<file path="src/rtl/tank_encoder2_f2_up_pkg.sv">
// rtl/tank_encoder2_f2_up_pkg.sv - shared types and defaults for the F2-up tank-select requester
package tank_encoder2_f2_up_pkg;

   // Default digit periods per minor cycle, matching the timing chain.
   localparam int DIGITS_PER_MC_DEF = 18;
   // Default number of extra minor-cycle boundaries the address settles before strobing.
   localparam int SETTLE_MC_DEF     = 1;
   // Default digit down-counter width; must hold 2*DIGITS_PER_MC.
   localparam int CNT_W_DEF         = 6;
   // Settle counter width, covering SETTLE_MC values 0..15.
   localparam int SETTLE_W          = 4;

   typedef enum logic [1:0] {
      ST_IDLE  = 2'd0,
      ST_SETUP = 2'd1,
      ST_XFER  = 2'd2,
      ST_HOLD  = 2'd3
   } state_t;

   // The address lines are driven in every state except IDLE.
   function automatic logic lines_driven(input state_t s);
      return (s != ST_IDLE);
   endfunction

endpackage

</file>
<file path="src/rtl/tank_encoder2_f2_up_dual_rail_enc.sv">
// rtl/tank_encoder2_f2_up_dual_rail_enc.sv - one dual-rail select line encoder
module tank_encoder2_f2_up_dual_rail_enc (
   input  logic en,
   input  logic sel_bit,
   output logic pos,
   output logic neg
);

   // pos and neg are mutually exclusive; both low when not enabled.
   assign pos = en & sel_bit;
   assign neg = en & ~sel_bit;

endmodule

</file>
<file path="src/rtl/tank_encoder2_f2_up.sv">
// rtl/tank_encoder2_f2_up.sv - F2-up tank-select requester with minor-cycle aligned strobes
module tank_encoder2_f2_up
   import tank_encoder2_f2_up_pkg::*;
#(
   parameter int DIGITS_PER_MC = DIGITS_PER_MC_DEF,
   parameter int SETTLE_MC     = SETTLE_MC_DEF,
   parameter int CNT_W         = CNT_W_DEF
) (
   input  logic       clk,
   input  logic       rst_n,
   input  logic       mc_start,
   input  logic       req_valid,
   output logic       req_ready,
   input  logic [1:0] req_tank,
   input  logic       req_dir,
   input  logic       req_long,
   input  logic       abort,
   output logic       done,
   output logic       aborted,
   output logic       f2_up_f7_pos,
   output logic       f2_up_f7_neg,
   output logic       f2_up_f8_pos,
   output logic       f2_up_f8_neg,
   output logic       f2_up_t_in,
   output logic       f2_up_t_out
);

   localparam logic [CNT_W-1:0]    LEN_SHORT  = CNT_W'(DIGITS_PER_MC);
   localparam logic [CNT_W-1:0]    LEN_LONG   = CNT_W'(2 * DIGITS_PER_MC);
   localparam logic [SETTLE_W-1:0] SETTLE_LD  = SETTLE_W'(SETTLE_MC);

   state_t               state_q, state_d;
   logic [1:0]           tank_q, tank_d;
   logic                 dir_q, dir_d;
   logic                 long_q, long_d;
   logic [SETTLE_W-1:0]  settle_q, settle_d;
   logic [CNT_W-1:0]     dig_q, dig_d;

   logic                 ready_d, done_d, aborted_d;
   logic                 t_in_d, t_out_d, sel_en_d;
   logic                 f7_pos_d, f7_neg_d, f8_pos_d, f8_neg_d;

   // Next-state, latched request fields and registered-output next values.
   always_comb begin
      state_d   = state_q;
      tank_d    = tank_q;
      dir_d     = dir_q;
      long_d    = long_q;
      settle_d  = settle_q;
      dig_d     = dig_q;
      aborted_d = 1'b0;

      case (state_q)
         ST_IDLE: begin
            if (req_valid) begin
               state_d  = ST_SETUP;
               tank_d   = req_tank;
               dir_d    = req_dir;
               long_d   = req_long;
               settle_d = SETTLE_LD;
            end
         end
         ST_SETUP: begin
            // abort wins over a coincident minor-cycle boundary
            if (abort) begin
               state_d   = ST_HOLD;
               aborted_d = 1'b1;
            end else if (mc_start) begin
               if (settle_q == '0) begin
                  state_d = ST_XFER;
                  dig_d   = long_q ? LEN_LONG : LEN_SHORT;
               end else begin
                  settle_d = settle_q - 1'b1;
               end
            end
         end
         ST_XFER: begin
            // abort wins over counter expiry; the strobe drops on the same edge
            if (abort) begin
               state_d   = ST_HOLD;
               aborted_d = 1'b1;
            end else if (dig_q == CNT_W'(1)) begin
               state_d = ST_HOLD;
            end else begin
               dig_d = dig_q - 1'b1;
            end
         end
         default: begin
            state_d = ST_IDLE;
         end
      endcase

      // Outputs follow the state being entered, so every output is a flop.
      ready_d  = (state_d == ST_IDLE);
      done_d   = (state_d == ST_HOLD);
      t_in_d   = (state_d == ST_XFER) & dir_d;
      t_out_d  = (state_d == ST_XFER) & ~dir_d;
      sel_en_d = lines_driven(state_d);
   end

   tank_encoder2_f2_up_dual_rail_enc u_enc_f7 (
      .en      (sel_en_d),
      .sel_bit (tank_d[0]),
      .pos     (f7_pos_d),
      .neg     (f7_neg_d)
   );

   tank_encoder2_f2_up_dual_rail_enc u_enc_f8 (
      .en      (sel_en_d),
      .sel_bit (tank_d[1]),
      .pos     (f8_pos_d),
      .neg     (f8_neg_d)
   );

   // State, counters and all outputs; reset drops strobes and selects immediately.
   always_ff @(posedge clk or negedge rst_n) begin
      if (!rst_n) begin
         state_q      <= ST_IDLE;
         tank_q       <= 2'b00;
         dir_q        <= 1'b0;
         long_q       <= 1'b0;
         settle_q     <= '0;
         dig_q        <= '0;
         req_ready    <= 1'b1;
         done         <= 1'b0;
         aborted      <= 1'b0;
         f2_up_t_in   <= 1'b0;
         f2_up_t_out  <= 1'b0;
         f2_up_f7_pos <= 1'b0;
         f2_up_f7_neg <= 1'b0;
         f2_up_f8_pos <= 1'b0;
         f2_up_f8_neg <= 1'b0;
      end else begin
         state_q      <= state_d;
         tank_q       <= tank_d;
         dir_q        <= dir_d;
         long_q       <= long_d;
         settle_q     <= settle_d;
         dig_q        <= dig_d;
         req_ready    <= ready_d;
         done         <= done_d;
         aborted      <= aborted_d;
         f2_up_t_in   <= t_in_d;
         f2_up_t_out  <= t_out_d;
         f2_up_f7_pos <= f7_pos_d;
         f2_up_f7_neg <= f7_neg_d;
         f2_up_f8_pos <= f8_pos_d;
         f2_up_f8_neg <= f8_neg_d;
      end
   end

endmodule

</file>
<file path="config.mk">
export PLATFORM = sky130hd
export DESIGN_NAME = tank_encoder2_f2_up
export DESIGN_NICKNAME = d
export VERILOG_FILES = /design/src/rtl/tank_encoder2_f2_up_pkg.sv /design/src/rtl/tank_encoder2_f2_up_dual_rail_enc.sv /design/src/rtl/tank_encoder2_f2_up.sv
export SDC_FILE = /design/constraint.sdc
export NUM_CORES = 1
export LEC_CHECK = 0
export ABC_AREA = 1
export BUFFER_PORTS_ARGS = -buffer_cell sky130_fd_sc_hd__buf_2
export CAP_MARGIN = 20
export CORE_AREA = 2 2 52 54
export CTS_CLUSTER_SIZE = 10
export DETAILED_ROUTE_END_ITERATION = 6
export DIE_AREA = 0 0 54 56
export PLACE_DENSITY_LB_ADDON = 0.15
export SLEW_MARGIN = 20
export SYNTH_ARGS = -nofsm -noshare
export SYNTH_HDL_FRONTEND = slang
export SYNTH_SLANG_ARGS = --single-unit
</file>
<file path="constraint.sdc">
create_clock -name clk -period 2.3 [get_ports clk]
set_clock_uncertainty 0.15 [all_clocks]
set_input_delay 0.46 -clock clk [delete_from_list [all_inputs] [get_ports clk]]
set_output_delay 0.46 -clock clk [all_outputs]
set_load 0.01 [all_outputs]
</file>
Word level (Yosys, flattened, before mapping) --
Index checks and enable logic that the tools add are counted. W data, S select, Z words.
Word-level totals: bits in registers 25, output and inout port bits 9, word-level logic and storage cells 73
Operators by class: add/sub/neg operators 2, equality and inequality tests 12, mux-type cells 25, bitwise gates (word level) 9, reductions and logical operators 10
Operators with widths (number):
- $mux W6 | 6
- $mux W2 | 8
- $mux W4 | 4
- $ne A2 B2 Y1 const B | 7
- $pmux W6 S2 | 1
- $pmux W4 S2 | 1
- $and A1 B1 Y1 | 6
- $eq A2 B2 Y1 const B | 3
- $eq A6 B1 Y1 const B | 1
- $pmux W2 S3 | 1
- $reduce_and A6 Y1 | 1
- $reduce_bool A2 Y1 | 3
- $sub A6 B1 Y6 const B | 1
- $reduce_and A5 Y1 | 1
- $logic_not A2 Y1 | 2
- $logic_not A4 Y1 | 1
- $mux W1 | 4
- $sub A4 B1 Y4 const B | 1
- $not A1 Y1 | 3
- $eq A2 B1 Y1 const B | 1
- $reduce_and A2 Y1 | 1
- $reduce_or A2 Y1 | 1

Depth between registers and ports, before layout --
Gate-level depths: netlist of run 1.
depth in word-level cells 7, depth in mapped cells 12

Modules after synthesis --
A second synthesis of run 1 with hierarchy kept.
Second synthesis, totals: cells, all modules 167, area total of the unflattened synthesis 1373.8 um2
Modules (own cells, without submodules):
- tank_encoder2_f2_up | times used 1, cells an instance 159, area each 1338.8 um2, seq. area each 626.9 um2
- tank_encoder2_f2_up_dual_rail_enc | times used 2, cells an instance 4, area each 17.5 um2, seq. area each 0.0 um2

Worst setup path after synthesis of run 1 --
No wires, ideal clock.
path kind register to register, from reg state_q[0], to reg dig_q[3], library setup time 76 ps, data arrival time 1357 ps, required time 2074 ps, slack 717 ps, stages on the path, launching flop included 10, buffers on the path 1, cell sequence dfrtp_1 inv_1 ha_1 inv_2 nand2_1 nand3_1 nor2_2 buf_6 nand3_1 o21ai_1
Between the ends: word-level cells in the longest chain between the ends 3, elaborated cells between the ends (all ways) 10, those cells by class eq/ne: 7; mux: 1; reduce/logical: 2
RTL lines:
- from (decl) | RTL line tank_encoder2_f2_up.sv:32 | state_t state_q, state_d;
- from (signal assigned) | RTL line tank_encoder2_f2_up.sv:134 | state_q <= state_d;
- $eq A2 B2 Y1 or $eq A2 B1 Y1 (tied branches) | RTL line tank_encoder2_f2_up.sv:53 | case (state_q)
- $ne A2 B2 Y1 (no line) or $reduce_bool A2 Y1 (tied branches)
- $reduce_and A6 Y1 (no line)
- to (signal assigned) | RTL line tank_encoder2_f2_up.sv:139 | dig_q <= dig_d;
- to (decl) | RTL line tank_encoder2_f2_up.sv:37 | logic [CNT_W-1:0] dig_q, dig_d;
Several ways; a longest one is shown, not always the timed one. A chain may end at the register's enable or synchronous reset.

Worst setup path in the final report of run 1 --
from reg state_q[0], to reg dig_q[4]
Same word-level chain as after synthesis.

==> flow_summary.yaml, run 1 <==
grt:
  use_met1_pct: 23.8
  grt_pass1_wl_mm: 4.24
  grt_use_total_pct: 18.8
  grt-ovfl-total: 0
  grt_pass1_vias: 1023
  grt_max_degree: 26
  grt-busiest-layer: "met2"
  met3_usage_pct: 3.23
  use_met2_pct: 31.5
  antenna_found_initial: 0
sta:
  fmax_ghz: 0.524
  worst_slew_pin_slew_ns: 0.573
  fin_setup_tns_ns: 0
  finalSetupViolCount: 0
  maxSlewViolCount: 0
  hold_ws_ns: 0.228
  hold_viol_final: 0
  rsz0062_at_grt: "no"
  post-route-period-util_pct: 82.9
  max_slew_margin_pct: 61.8
  min_period_ns: 1.91
floorplanning:
  row_count: 18
  die_w_um: 54
  die_h_um: 56
  core_um2: 2430
  initial_core_util_pct: 53.1
  die_area_um2: 3020
  ioPinCount: 18
synthesis:
  synth_seq_cells: 25
  synth_cell_types: 19
  synth_flop_cell: "dfrtp_1"
  synth.most_common_cell: "nand2_1"
  syn_area_per_cell_um2: 8.12
  syn_nets: 176
  synth_top_area_share_pct: 46.5
  yosysWarnings: 0
  synth_cells: 159
  async_flop_share_pct: 100
  syn_area_um2: 1290
  synth_area_leaders: "dfrtp_1 (47%), nand2_1 (9.6%), ha_1 (7.8%), inv_1 (6.1%), nor2_1 (4.7%)"
  synth_commonest_cells: "nand2_1 (33), dfrtp_1 (24), inv_1 (21)"
  synth_top_cell_by_area: "dfrtp_1"
  synth-edff-count: 0
  synth-seq-area-share_pct: 48.5
pwr:
  p_leak_nw: 0.773
  fin_total_pwr_mw: 1.99
  peakVddDrop_v: 0.000819
  p_per_area_nw_per_um2: 1380
critical_path:
  slowest_delay_ns: 0.45
  cp_num_buf_inv: 2
  critPathKind: "reg2reg"
  crit_family: "simple AND/OR/NAND/NOR gates"
  critPathSlowestCell: "dfrtp_1"
  critPathLaunchType: "flop"
  end_kind: "flop"
  crit_fanout: 12
  critPathRequiredTime_ns: 2.40
  cp_cell_sequence: "inv_1 -> ha_1 -> inv_2 -> nand2_1 -> nand3_1 -> nor2_2 -> o21ai_0 -> o21ai_1"
  arrival_ns: 2.01
layout:
  drive_gt1_share_pct: 19.4
  ff_latch_area_um2: 627
  nNetsFinal: 198
  multi_input_area_um2: 544
  fillers: 234
  fin_util_pct: 59.2
  area_growth_pct: 11.4
  diodes: 0
clock_network:
  numCtsBuffers: 3
  clock_sinks: 25
  cts.clk_slew.worst_paths_ns: 0.13
  clk-insertion-delay-late_ns: 0.32
  clock-root-buffer: "clkbuf_4"
  htree_levels: 1
  cts_resized: 0
  cts_tree: "yes"
  clk_path_buf_depth: 2
routing:
  drc_errors: 0
  vias: 1027
  dr.pass1.iters: 4
  vias_per_cell: 4.89
  routed_wirelength_mm: 2.29
  wire_per_inst_um: 10.9
  drtIter0Drc: 2
  ant_nets: 0
place:
  dp_hpwl_mm: 1.72
  gp_congestion: 0.838
  io_buffers: 17
status:
  status: "finished clean"
run:
  cap_violations: 0
worst_hold_path:
  hold_path.class: "in2reg"
==> cells in the final DEF, fill, tap and decap left out, drive strengths merged <==
master       instances
dlygate4sd3          1
o21ai               19
clkbuf               4
or2                  1
xnor2                1
dfrtp               24
xor2                 2
a21oi                8
nand4                1
mux2                 1
dfstp                1
buf                 17
ha                   8
nor2                18
nand2               35
inv                 29
nand3               10
==> cells by family after synthesis <==
kind of cell | Yosys count | synth area share, %
AOI/OAI and AO/OA | 27 | 10.5
xor gates and xnor gates | 3 | 2.04
adders and majority gates | 8 | 7.75
buffers and inverters | 30 | 9.30
DFF | 25 | 48.5
muxes | 1 | 0.872
and+or+nand+nor | 65 | 21.0
==> metal layers <==
metal | vias up | part of all wire [%]
li1 | 537 | -
met1 | 469 | 47
met2 | 17 | 50
met3 | 4 | 2.3
met4 | 0 | 1.3
met5 | - | 0
==> metrics by stage <==
| step | instance area (um2) | cells | setup slack (ns) |
|---|---|---|---|
| after floorplan | 1290 | 159 | 0.717 |
| after global placement | 1400 | 205 | 0.489 |
| after detailed placement | 1400 | 205 | 0.440 |
| after CTS | 1440 | 210 | 0.384 |
| after global routing | 1440 | 210 | 0.169 |
| final | 1440 | 210 | 0.393 |
==> area by class of cell <==
| cell class | instances | area share [%] |
|---|---|---|
| well taps | 30 | 2.61 |
| repair buffers | 18 | 6.61 |
| inverters | 29 | 7.57 |
| clock buffers | 4 | 1.83 |
| flip-flops and latches | 25 | 43.6 |
| multi-input cells | 104 | 37.8 |
==> worst reg2reg max path: cells and delay by family (launching register included) <==
kind / cells / cell delay (ns)
simple gates: 3 / 0.50
flops: 1 / 0.45
fa+ha+maj: 1 / 0.28
compound gates: 2 / 0.25
buf+inv: 2 / 0.22
==> sequential cells by signal, summed over array words and instances, names as in the netlist, 2 cells and up <==
name / count
tank_q: 2
dig_q: 6
state_q: 2
settle_q: 4
==> path summary, 6_finish.rpt <==
path	from	cells past startpoint	to	slack, ns
setup / recovery	state_q[0]$_DFF_PN0_	8	dig_q[4]$_DFFE_PN0P_	0.39
hold / removal	abort	3	aborted$_DFF_PN0_	0.23
min in group asynchronous	rst_n	2	settle_q[1]$_DFFE_PN0P_	0.50
max in group asynchronous	rst_n	2	dig_q[3]$_DFFE_PN0P_	1.12
setup reg to reg	state_q[0]$_DFF_PN0_	8	dig_q[4]$_DFFE_PN0P_	0.39
hold reg to reg	long_q$_DFFE_PN0P_	1	long_q$_DFFE_PN0P_	0.41
==> power by group <==
part | internal (mW) | switching (mW)
Clock | 0.0679 | 0.125
Sequential | 0.633 | 0.0923
Combinational | 0.382 | 0.691
Total | 1.08 | 0.908
==> what timing repair did <==
| action | CTS | global route |
|---|---|---|
| buffers inserted | 0 | 0 |
| setup endpoints to repair | 0 | 0 |
| endpoints found under the hold margin | 24 | 0 |
| hold buffers | 1 | 0 |
(Power assumes the default switching activity.)
==> run 2, diff against run 1 <==
--- a/config.mk
+++ b/config.mk
@@ -8,10 +8,10 @@
 export ABC_AREA = 1
 export BUFFER_PORTS_ARGS = -buffer_cell sky130_fd_sc_hd__buf_2
 export CAP_MARGIN = 20
-export CORE_AREA = 2 2 52 54
+export CORE_AREA = 2 2 54 56
 export CTS_CLUSTER_SIZE = 10
 export DETAILED_ROUTE_END_ITERATION = 6
-export DIE_AREA = 0 0 54 56
+export DIE_AREA = 0 0 56 58
 export PLACE_DENSITY_LB_ADDON = 0.15
 export SLEW_MARGIN = 20
 export SYNTH_ARGS = -nofsm -noshare
==> constraint.sdc (replaced) <==
create_clock -name clk -period 1.7 [get_ports clk]
set_clock_uncertainty 0.15 [all_clocks]
set_input_delay 0.34 -clock clk [delete_from_list [all_inputs] [get_ports clk]]
set_output_delay 0.34 -clock clk [all_outputs]
set_load 0.01 [all_outputs]
==> flow_summary.yaml, run 2 (synthesis results as in run 1) <==
status:
  status: "finished clean"
sta:
  max_slew_margin_pct: 63.3
  maxSlewViolCount: 0
  min_period_ns: 1.65
  finalSetupViolCount: 0
  hold_viol_final: 0
  fin_setup_tns_ns: 0
  fmax_ghz: 0.606
  post-route-period-util_pct: 97.1
  setup_ws_ns: 0.0487
  worst_slew_pin_slew_ns: 0.551
critical_path:
  critPathSlowestCell: "dfrtp_1"
  arrival_ns: 1.72
  critPathRequiredTime_ns: 1.77
  slowest_delay_ns: 0.41
  cp_cell_sequence: "buf_4 -> ha_1 -> buf_4 -> nand2_1 -> nand3_1 -> nand2_2 -> buf_4 -> nor2_1"
  reg2reg_depth: 8
  critPathKind: "reg2reg"
  critPathLaunchType: "flop"
  end_kind: "flop"
  crit_fanout: 7
  path_common_cell: "buf_4"
routing:
  wire_per_inst_um: 11.8
  ant_nets: 0
  routed_wirelength_mm: 2.56
  dr.pass1.iters: 4
  drtIter0Drc: 21
  vias: 1059
  drc_errors: 0
  vias_per_cell: 4.86
place:
  io_buffers: 17
  dp_hpwl_mm: 1.86
  gp_congestion: 0.813
  place_area_um2: 1450
  pre_cts_ws_ns: -0.0424
pwr:
  p_per_area_nw_per_um2: 1960
  peakVddDrop_v: 0.00128
  p_leak_nw: 0.810
  fin_total_pwr_mw: 3.04
floorplanning:
  initial_core_util_pct: 48.5
  ioPinCount: 18
  die_w_um: 56
  core_um2: 2660
  row_count: 19
  die_h_um: 58
  die_area_um2: 3250
run:
  cap_violations: 0
clock_network:
  htree_levels: 1
  clk_path_buf_depth: 2
  clock_sinks: 25
  clk-insertion-delay-late_ns: 0.32
  cts.clk_slew.worst_paths_ns: 0.14
  cts_tree: "yes"
  clock-root-buffer: "clkbuf_4"
  numCtsBuffers: 3
grt:
  grt_max_degree: 26
  antenna_found_initial: 0
  grt_pass1_vias: 1063
  grt_pass1_wl_mm: 4.33
  grt-ovfl-total: 0
  grt_use_total_pct: 17.0
worst_hold_path:
  hold_path.class: "in2reg"
  min_path_cells: 2
layout:
  fillers: 253
  reg_top3: "dig_q: 6 flops, settle_q: 4 flops"
  largest_reg_flops: 6
  stdcell_area_um2: 1550
  layout_common_cells: "nand2_1 (32), dfrtp_1 (24), inv_1 (18)"
  diodes: 0
  top_register: "dig_q"
  area_growth_pct: 19.9
  fin_util_pct: 58.1
  drive_gt1_share_pct: 26.7
  nNetsFinal: 205
  layout_commonest_cell: "nand2_1"
run 2: changes by cell type in the layout (fill, tap and decap cells not counted), moves of 3 or more:
cell | previous run | this run
buf_4 | 0 | 6
ha_1 | 8 | 5
ha_4 | 0 | 3
inv_1 | 21 | 18
inv_2 | 8 | 11
run 2: routing by layer:
layer,up-vias,track usage (%),share of wire (%)
met4,0,7.14,1.9
li1,549,-,-
met3,6,2.68,3.1
met5,-,0,0
met1,478,19.5,45
met2,26,31.6,50
run 2: critical path: cells and delay by family (launching register included):
kind	cells	cell delay (ns)
fa+ha+maj	1	0.20
buf+inv	3	0.45
flops	1	0.41
simple gates	4	0.34
run 2: metrics by stage:
stage / hold slack [ns] / std cells
6_report: 0.0858 / 218
3_5_place_dp: 0.223 / 211
2_1_floorplan: -0.106 / 159
3_3_place_gp: 0.212 / 211
4_1_cts: 0.0853 / 217
5_1_grt: 0.0693 / 218
run 2: path summary, 6_finish.rpt:
kind / slack [ns] / end / start
max in group asynchronous: 0.64 / req_ready$_DFF_PN1_ / rst_n
min in group asynchronous: 0.36 / settle_q[0]$_DFFE_PN0P_ / rst_n
worst max-delay path: 0.05 / done$_DFF_PN0_ / state_q[1]$_DFF_PN0_
worst max register to register: 0.05 / done$_DFF_PN0_ / state_q[1]$_DFF_PN0_
worst min-delay path: 0.09 / long_q$_DFFE_PN0P_ / req_long
worst min register to register: 0.42 / long_q$_DFFE_PN0P_ / long_q$_DFFE_PN0P_
run 2: layout make-up:
cell class | instances | area (um2) | share of cell area, %
Clock buffer | 4 | 26.3 | 1.70
Inverter | 29 | 109 | 7.03
Multi-Input combinational cell | 104 | 587 | 37.9
Sequential cell | 25 | 627 | 40.5
Tap cell | 31 | 38.8 | 2.51
Timing Repair Buffer | 25 | 160 | 10.3
run 2: report_power, final:
| group | leakage, nW | internal (mW) | switching (mW) | total, mW |
|---|---|---|---|---|
| clock network | 0.0150 | 0.0918 | 0.179 | 0.271 |
| registers | 0.312 | 0.856 | 0.111 | 0.967 |
| logic | 0.483 | 0.739 | 1.06 | 1.80 |
| total | 0.810 | 1.69 | 1.35 | 3.04 |
run 2: what timing repair did:
action	CTS	global route
gates resized for setup	0	11
setup buffers	1	1
hold buffers	1	0
gates cloned	0	0
hold endpoints to repair	24	0
pin swaps	0	4
setup endpoints to repair	2	13
==> run 3, diff against run 2 <==
--- a/config.mk
+++ b/config.mk
@@ -8,10 +8,10 @@
 export ABC_AREA = 1
 export BUFFER_PORTS_ARGS = -buffer_cell sky130_fd_sc_hd__buf_2
 export CAP_MARGIN = 20
-export CORE_AREA = 2 2 54 56
+export CORE_AREA = 2 2 57 54
 export CTS_CLUSTER_SIZE = 10
 export DETAILED_ROUTE_END_ITERATION = 6
-export DIE_AREA = 0 0 56 58
+export DIE_AREA = 0 0 59 56
 export PLACE_DENSITY_LB_ADDON = 0.15
 export SLEW_MARGIN = 20
 export SYNTH_ARGS = -nofsm -noshare
==> flow_summary.yaml, run 3 (synthesis results as in run 1) <==
routing:
  wire_per_inst_um: 11.8
  vias_per_cell: 4.88
  routed_wirelength_mm: 2.60
  dr.pass1.iters: 4
  drtIter0Drc: 28
  vias: 1073
  drc_errors: 0
  ant_nets: 0
layout:
  drive_gt1_share_pct: 32.1
  reg_top3: "dig_q: 6 flops, settle_q: 4 flops"
  layout_common_cells: "nand2_1 (30), dfrtp_1 (23), inv_1 (17), buf_2 (17), nor2_1 (15)"
  largest_reg_flops: 6
  diodes: 0
  fillers: 226
  top_register: "dig_q"
  nNetsFinal: 208
  layout_commonest_cell: "nand2_1"
  area_growth_pct: 26.9
pwr:
  p_sw_mw: 1.46
  p_clk_share_pct: 8.9
  seqPwrFrac_pct: 30.1
  p_leak_nw: 0.839
  peakVddDrop_v: 0.00124
  p_per_area_nw_per_um2: 2010
  fin_total_pwr_mw: 3.29
  switching_share_pct: 44.3
  combPwrFrac_pct: 61.0
  p_int_mw: 1.83
place:
  gp_congestion: 0.793
  io_buffers: 17
  dp_hpwl_mm: 1.89
  pre_cts_ws_ns: -0.00813
sta:
  min_period_ns: 1.64
  hold_ws_ns: 0.0793
  hold_viol_final: 0
  max_slew_margin_pct: 64.1
  setup_ws_ns: 0.0635
  fmax_ghz: 0.611
  post-route-period-util_pct: 96.3
  maxSlewViolCount: 0
  finalSetupViolCount: 0
  worst_slew_pin_slew_ns: 0.538
  rsz0062_at_grt: "yes"
clock_network:
  clock-root-buffer: "clkbuf_4"
  clk_path_buf_depth: 2
  cts_tree: "yes"
  numCtsBuffers: 3
  clk-insertion-delay-late_ns: 0.33
  htree_levels: 1
  clock_sinks: 25
  cts.clk_slew.worst_paths_ns: 0.14
floorplanning:
  die_w_um: 59
  initial_core_util_pct: 48.6
  die_area_um2: 3300
  ioPinCount: 18
  row_count: 18
  core_um2: 2660
  die_h_um: 56
grt:
  antenna_found_initial: 0
  grt-ovfl-total: 0
  grt_pass1_wl_mm: 4.21
  grt_use_total_pct: 16.4
  grt_max_degree: 26
  grt_pass1_vias: 968
critical_path:
  critPathSlowestCell: "dfrtp_1"
  crit_fanout: 6
  end_kind: "flop"
  slowest_delay_ns: 0.46
  critPathRequiredTime_ns: 1.82
  cp_cell_sequence: "inv_2 -> ha_4 -> inv_2 -> nor2_4 -> nand2_1 -> nand2_1 -> inv_2 -> nand2_2 -> nand2_4 -> inv_4 -> nand2_2 -> nor2_1"
  arrival_ns: 1.76
  crit_family: "simple AND/OR/NAND/NOR gates"
  critPathLaunchType: "flop"
  critPathKind: "reg2reg"
  path_common_cell: "inv_2"
  cp_num_buf_inv: 4
status:
  status: "finished clean"
worst_hold_path:
  hold_path.class: "in2reg"
run:
  cap_violations: 0
[run 3: cell types whose count changed in the layout (fill, tap and decap cells not counted), sizes merged]
cell / previous run / this run
inv: 29 / 30
buf: 24 / 26
[run 3: worst register-to-register path, stage by stage, from the launching register on]
cell	delay (ns)
dfrtp_1	0.46
inv_2	0.14
ha_4	0.15
inv_2	0.05
nor2_4	0.10
nand2_1	0.05
nand2_1	0.07
inv_2	0.03
nand2_2	0.06
nand2_4	0.08
inv_4	0.07
nand2_2	0.05
nor2_1	0.10
[run 3: final timing paths]
path / from / end / slack [ns] / cells after the start
max reg2reg: state_q[0]$_DFF_PN0_ / f2_up_t_in$_DFF_PN0_ / 0.06 / 12
max: state_q[0]$_DFF_PN0_ / f2_up_t_in$_DFF_PN0_ / 0.06 / 12
min in group asynchronous: rst_n / dig_q[3]$_DFFE_PN0P_ / 0.35 / 2
min: req_long / long_q$_DFFE_PN0P_ / 0.08 / 2
min reg2reg: long_q$_DFFE_PN0P_ / long_q$_DFFE_PN0P_ / 0.40 / 1
max in group asynchronous: rst_n / state_q[1]$_DFF_PN0_ / 0.66 / 2
[run 3: metrics by stage]
| step | instance area, um2 | util (%) | instances | setup TNS (ns) |
|---|---|---|---|---|
| 6_report | 1640 | 61.7 | 220 | 0 |
| 4_1_cts | 1500 | 56.3 | 215 | 0 |
| 5_1_grt | 1640 | 61.7 | 220 | -0.116 |
| 3_3_place_gp | 1450 | 54.4 | 209 | 0 |
| 2_1_floorplan | 1290 | - | 159 | 0 |
| 3_5_place_dp | 1450 | 54.4 | 209 | -0.0114 |
[run 3: area by class of cell]
| type | instances | area [um2] | area share [%] |
|---|---|---|---|
| sequential | 25 | 628 | 38.3 |
| multi-input combinational | 104 | 628 | 38.3 |
| tap | 30 | 37.5 | 2.29 |
| inverter | 29 | 114 | 6.95 |
| timing repair buffer | 28 | 200 | 12.2 |
| clock buffer | 3 | 22.5 | 1.37 |
| clock inverter | 1 | 8.76 | 0.534 |
[run 3: power by group through the flow]
stage	registers [mW]	clock network (mW)	logic [mW]
final	0.991	0.293	2.01
after global placement	0.984	0	1.57
after CTS	0.976	0.307	1.64
after floorplan	1.02	0	1.12
after global routing	1.02	0.332	2.25
after detailed placement	0.993	0	1.61
[run 3: per-layer routing]
metal / global-route usage [%] / wire, um / part of all wire, %
met4: 1.95 / 10 / 0.38
met5: 0 / 0 / 0
met2: 27.9 / 1330 / 51
met3: 4.88 / 91 / 3.5
met1: 20.9 / 1170 / 45
[run 3: timing repair]
item	CTS	global route
setup endpoints to repair	2	15
gates cloned	0	1
buffers inserted	1	4
hold buffers	1	0
endpoints found under the hold margin	24	0
pin swaps	0	10
gates resized for setup	1	24
